File: config.mk
export PLATFORM = sky130hd
export DESIGN_NAME = mul_seq_param
export DESIGN_NICKNAME = d
export VERILOG_FILES = /design/src/rtl/mul_seq_param.sv
export SDC_FILE = /design/constraint.sdc
export NUM_CORES = 1
export LEC_CHECK = 0
export CORE_MARGIN = 1.5
export CORE_UTILIZATION = 38
export CTS_CLUSTER_DIAMETER = 100
export CTS_CLUSTER_SIZE = 16
export DETAILED_ROUTE_END_ITERATION = 10
export PLACE_DENSITY = 0.57
export SLEW_MARGIN = 30
export SYNTH_ARGS = -nofsm -noshare
export SYNTH_HDL_FRONTEND = slang
export SYNTH_SLANG_ARGS = --single-unit
File: constraint.sdc
create_clock -name clk -period 8.3 [get_ports clk]
set_input_delay 1.66 -clock clk [delete_from_list [all_inputs] [get_ports clk]]
set_output_delay 1.66 -clock clk [all_outputs]
set_load 0.1 [all_outputs]
File: src/rtl/mul_seq_param.sv
// Purpose : sequential shift-add multiplier, unsigned or two's-complement, early exit on zero multiplier.
// Latency : k = max(1, msb index of |b| + 1) cycles from accept to done (1..WIDTH).
// Backpressure: none; start is only honoured in IDLE/DONE, ignored while busy, never queued.
//
// Ports:
//   clk, rst_n          clock, asynchronous active-low reset
//   start, signed_mode  request and operand mode, sampled on the accept edge
//   a_in, b_in          WIDTH-bit multiplicand / multiplier, sampled on the accept edge
//   busy                high while iterating (CALC)
//   done                one-cycle pulse when product has been updated
//   product             2*WIDTH-bit registered result, held until next completion or reset
module mul_seq_param #(
    parameter int WIDTH = 16
) (
    input  logic                 clk,
    input  logic                 rst_n,
    input  logic                 start,
    input  logic                 signed_mode,
    input  logic [WIDTH-1:0]     a_in,
    input  logic [WIDTH-1:0]     b_in,
    output logic                 busy,
    output logic                 done,
    output logic [2*WIDTH-1:0]   product
);

    localparam int CNT_W = $clog2(WIDTH);
    localparam logic [CNT_W-1:0] CNT_LAST = CNT_W'(WIDTH - 1);

    typedef enum logic [1:0] {
        IDLE = 2'd0,
        CALC = 2'd1,
        DONE = 2'd2
    } state_t;

    state_t state, state_nxt;

    logic [2*WIDTH-1:0] ma;
    logic [WIDTH-1:0]   mb;
    logic [2*WIDTH-1:0] acc;
    logic [CNT_W-1:0]   cnt;
    logic               neg;

    // Operand magnitudes; the most negative value negates to itself, which
    // reads correctly as 2^(WIDTH-1) when treated as unsigned.
    logic [WIDTH-1:0]   a_mag, b_mag;
    logic               accept;
    logic [2*WIDTH-1:0] acc_nxt;
    logic [WIDTH-1:0]   mb_sh;
    logic               last_iter;

    always_comb begin
        a_mag     = (signed_mode && a_in[WIDTH-1]) ? (~a_in + 1'b1) : a_in;
        b_mag     = (signed_mode && b_in[WIDTH-1]) ? (~b_in + 1'b1) : b_in;
        accept    = start && (state != CALC);
        acc_nxt   = mb[0] ? (acc + ma) : acc;
        mb_sh     = mb >> 1;
        // Stop as soon as no multiplier bits remain, or after the final bit.
        last_iter = (mb_sh == '0) || (cnt == CNT_LAST);
    end

    // State register
    always_ff @(posedge clk or negedge rst_n) begin
        if (!rst_n) begin
            state <= IDLE;
        end else begin
            state <= state_nxt;
        end
    end

    // Next-state and decoded outputs
    always_comb begin
        state_nxt = state;
        busy      = 1'b0;
        done      = 1'b0;
        case (state)
            IDLE: begin
                if (accept) state_nxt = CALC;
            end
            CALC: begin
                busy = 1'b1;
                if (last_iter) state_nxt = DONE;
            end
            DONE: begin
                done      = 1'b1;
                state_nxt = accept ? CALC : IDLE;
            end
            default: begin
                state_nxt = IDLE;
            end
        endcase
    end

    // Datapath
    always_ff @(posedge clk or negedge rst_n) begin
        if (!rst_n) begin
            ma      <= '0;
            mb      <= '0;
            acc     <= '0;
            cnt     <= '0;
            neg     <= 1'b0;
            product <= '0;
        end else if (accept) begin
            ma  <= {{WIDTH{1'b0}}, a_mag};
            mb  <= b_mag;
            acc <= '0;
            cnt <= '0;
            neg <= signed_mode && (a_in[WIDTH-1] ^ b_in[WIDTH-1]);
        end else if (state == CALC) begin
            acc <= acc_nxt;
            ma  <= ma << 1;
            mb  <= mb_sh;
            cnt <= cnt + 1'b1;
            if (last_iter) begin
                product <= neg ? (~acc_nxt + 1'b1) : acc_nxt;
            end
        end
    end

endmodule
== Word level (Yosys, flattened, before mapping) ==
Cells that the tools add are included.

* Flip-flop bits (word level): 119
* Latch bits: 0
* RAM bits: 0
* Memory bits (read-only): 0
* Input port bits: 36
* Output and inout port bits: 34
* Word-level logic and storage cells: 51
* Memories kept: 0

* Add/subtract/negate cells: 5
* Multipliers: 0
* Div/mod/pow operators: 0
* Order comparisons: 0
* Eq/ne operators: 6
* Shifts and indexed selects: 0
* Muxes and demuxes: 18
* Bitwise operators: 5
* Reduce and logical (&&, ||, !) cells: 10

{| class="wikitable"
|+ Operators by type and width
! cell !! number
|-
| 32-bit 2-to-1 mux || 6
|-
| 16-bit 2-to-1 mux || 4
|-
| 16-bit by 1-bit adder with 16-bit output, second input constant || 2
|-
| 32-bit by 1-bit adder with 32-bit output, second input constant || 1
|-
| 32-bit adder || 1
|-
| 16-bit inverter || 2
|-
| 32-bit inverter || 1
|-
| 16-bit logical NOT || 1
|-
| 4-bit 2-to-1 mux || 2
|-
| 2-bit one-hot mux with 3 select lines || 1
|-
| 4-bit by 1-bit adder with 4-bit output, second input constant || 1
|-
| 4-bit equality test, second input constant || 1
|-
| 1-bit logical AND || 4
|-
| 2-bit 2-to-1 mux || 2
|-
| 2-bit inequality test, second input constant || 2
|-
| 1-bit 2-to-1 mux || 3
|-
| 3-bit AND reduction || 1
|-
| 2-bit by 1-bit equality test with 1-bit output, second input constant || 1
|-
| 2-bit equality test, second input constant || 1
|-
| 2-bit logical NOT || 1
|-
| 2-bit by 1-bit inequality test with 1-bit output, second input constant || 1
|-
| 2-bit AND reduction || 1
|-
| 2-bit nonzero test || 1
|-
| 1-bit logical OR || 1
|-
| 2 further kinds || 2
|}

== Depth between registers and ports, before layout ==
* Word-level depth: 5
* Mapped depth: 12

== Worst setup path before layout ==
OpenSTA, ideal clock, no wires.

* Path type: reg2out
* From: reg state[1]
* To: out busy
* Data arrival time: 1973 ps
* Required time: 6640 ps
* Path slack: 4667 ps
* Stages on the path, launching flop included: 6
* Path through: dfrtp_1 > nand2b_1 > clkbuf_1 > inv_1 > clkbuf_1 > clkbuf_1

* Word-level cells in the longest chain between the ends: 2

{| class="wikitable"
|+ RTL lines
! element !! line !! RTL
|-
| start, declared || 35 || <nowiki>state_t state, state_nxt;</nowiki>
|-
| start signal, assigned || 66 || <nowiki>state <= state_nxt;</nowiki>
|-
| 2-bit by 1-bit equality test with 1-bit output || 75 || <nowiki>case (state)</nowiki>
|-
| 1-bit 2-to-1 mux || 75 ||
|-
| end, declared || 21 || <nowiki>output logic busy,</nowiki>
|}

Every way passes these cells.

== Final worst setup path ==
Ends and elaborated chain as after synthesis.

==> results.ini <==
[synth]
synth_xor_area_share_pct = 6.37
netlist_area_um2 = 8530
synth_top_family_by_area = compound AO/OA/AOI/OAI gates
synth_fa_ha_area_share_pct = 5.37
synth_ff_type = dfrtp_1
yosysSeqAreaShare_pct = 34.9
synth_simple_gate_area_share_pct = 23.1
synthMuxAreaShare_pct = 2.64
netlist_instances = 1040
ys_seq_elements = 119
yosys-top-cells-area = dfrtp_1, nand2_1, o21ai_0
yosysMostFrequentCell = nand2_1
avgSynthCellArea_um2 = 8.20
ys_types = 79
ys_warn_count = 0
synth-edff-count = 0
synth_top_area_share_pct = 34.9
ys_top_cells_by_count = nand2_1, dfrtp_1, o21ai_0, nand3_1, a21oi_1
synth_nets = 1112
ys_async_sr_fraction_pct = 100
synth_compound_area_share_pct = 23.5
yosysTopAreaCell = dfrtp_1

[clocking]
cts_tree = yes
cts.reportedPaths.clkPinSlew_ns = 0.06
cts_root_buf = clkbuf_16
cts.htree.levels = 4
numClockSinks = 119
clk_latency_ns = 0.43
clock_path_buffers = 2
cts-resized-gates = 0
cts_buffers = 17
post_cts_buffers = 0
hold_buffers = 0

[layout]
final_net_count = 1145
instances_no_fill = 1366
antenna_cells = 0
drive_gt1_share_pct = 7.27
syn2layout_area_growth_pct = 17.0

[timing]
report.final.setup_viol = 0
final_hold_viol_count = 0
finalCriticalPeriod_ns = 4.23
tns_ns = 0
tightestPinTransition_ns = 0.978
slew_viol_final = 0
relSlewSlack_pct = 34.6
min_period_over_period_pct = 51.0
rsz0062_at_grt = false
fin_skew_ns = 0.0117
max_clock_freq_ghz = 0.236

[drt]
drt_iter0_markers = 297
first_pass_iters = 5
routed_via_density = 5.46
drc_errors = 0
routed_wl_um = 21800
vias = 7463
post_drt_wl_per_cell_um = 16.0
ant_nets = 0

[power]
p_per_area_nw_per_um2 = 457
ir_worst_vdd_v = 0.000329
p_leak_nw = 4.23

[min_path]
min_from = product[17]
hp-class = reg -> reg

[floorplan]
coreArea_um2 = 21900
dieHeight_um = 153
rows = 54
ios = 70
start_util_pct = 39.0
die_area_um2 = 23400
fp.dieW_um = 153

[critical_path]
max_stage_delay_ns = 1.23
cp_cell_sequence = nand2b_2 -> inv_2 -> clkdlybuf4s50_1
criticalPathCategory = reg -> out
slowest_stage = clkdlybuf4s50_1
crit_fanout = 30
cp.required_ns = 6.64
cp-start-kind = flip-flop
r2r-start = ma[0]
crit_start = state[1]
arrival_ns = 2.57
cp-end-kind = output port

[global_routing]
grt_antenna_before_repair = 0
grt_pass1_vias = 7097
grt_max_degree = 79
grt_pass1_wl_um = 36300
grt_overflow = 0
grt_usage_pct = 19.1

[placement]
io_buffers = 69
dp_cells = 1334
dp.final_hpwl_um = 15600
gp_congestion = 0.852

[status]
outcome = finished, final reports clean

[flow_run]
maxCapViolations = 0

[cell type report]
cell class                 count  area [um2]
fill                        2192       11900
multi-input combinational    838        5210
sequential                   119        2980
timing repair buffer          76         741
clock buffer                  19         443
tap                          280         350
clock inverter                13         179
inverter                      21        78.8
[flip-flops by register name, indices dropped and copies added (netlist names)]
register / cells
ma: 32
acc: 32
cnt: 4
state: 2
product: 32
neg: 1
mb: 16
[layout by cell type, fill, tap and decap left out, drive strengths merged, types with 5 or more instances in the layout]
cell           count
a211oi            11
nand2            170
nand4             14
ha                35
a211o              5
mux2i             18
o41ai              5
clkbuf            19
nor2b              9
nor2              52
a21o              11
buf                8
and2               9
o211ai            16
a21oi             59
clkinv             5
nor4               5
nand2b             9
nand3b             6
inv               21
o21ai            133
dfrtp            119
nand3             71
nor3b              6
a31oi              9
o21a               9
o31ai             21
clkdlybuf4s50     68
xor2              31
nor3              20
or3               16
and3               7
xnor2             31
[path summary, 6_finish.rpt]
| path | to | slack, ns | depth (start not counted) |
|---|---|---|---|
| worst max-delay path | busy | 4.07 | 3 |
| worst min-delay path | product[17] | 0.48 | 2 |
| worst max register to register | product[27] | 4.45 | 12 |
| worst min register to register | product[17] | 0.48 | 2 |
| max in group asynchronous | neg | 5.65 | 2 |
| min in group asynchronous | ma[28] | 1.33 | 1 |
[power by group]
group | switching (W) | internal, W | total (W)
Combinational | 0.00184 | 0.000878 | 0.00272
Sequential | 0.000226 | 0.000832 | 0.00106
Clock | 0.000281 | 0.000508 | 0.000789
[critical path: cells and delay by family, from the launching register on]
| kind | cells | cell delay, ns |
|---|---|---|
| and+or+nand+nor | 1 | 0.18 |
| buffers and inverters | 2 | 1.59 |
| DFF | 1 | 0.36 |
[through the flow]
stage | instance area (um2) | utilization, % | total power [W] | worst slack, ns | hold WS, ns
after floorplan | 8530 | - | 0.00319 | 4.67 | 0.466
after global placement | 9360 | 42.7 | 0.00377 | 4.08 | 0.468
after detailed placement | 9360 | 42.7 | 0.00379 | 4.03 | 0.473
after CTS | 9980 | 45.6 | 0.00460 | 4.07 | 0.487
after global routing | 9980 | 45.6 | 0.00491 | 3.96 | 0.514
final | 9980 | 45.6 | 0.00456 | 4.07 | 0.477
[per-layer routing]
| metal | wire (um) | part of all wire [%] | GRT usage [%] | vias to the layer above |
|---|---|---|---|---|
| met3 | 528 | 2.4 | 3.29 | 22 |
| met4 | 367 | 1.7 | 5.77 | 0 |
| met5 | 0 | 0 | 0 | - |
| met2 | 10600 | 49 | 33.1 | 96 |
| met1 | 10300 | 47 | 24.3 | 3528 |
| li1 | - | - | - | 3817 |
[cell families after synthesis]
kind of cell             Yosys count
buffers and inverters             83
multiplexers                      22
adder cells (fa/ha/maj)           36
AND/OR/NAND/NOR                  405
XOR/XNOR                          62
AO/OA/AOI/OAI                    313
flip-flops                       119
(Power assumes the default switching activity.)
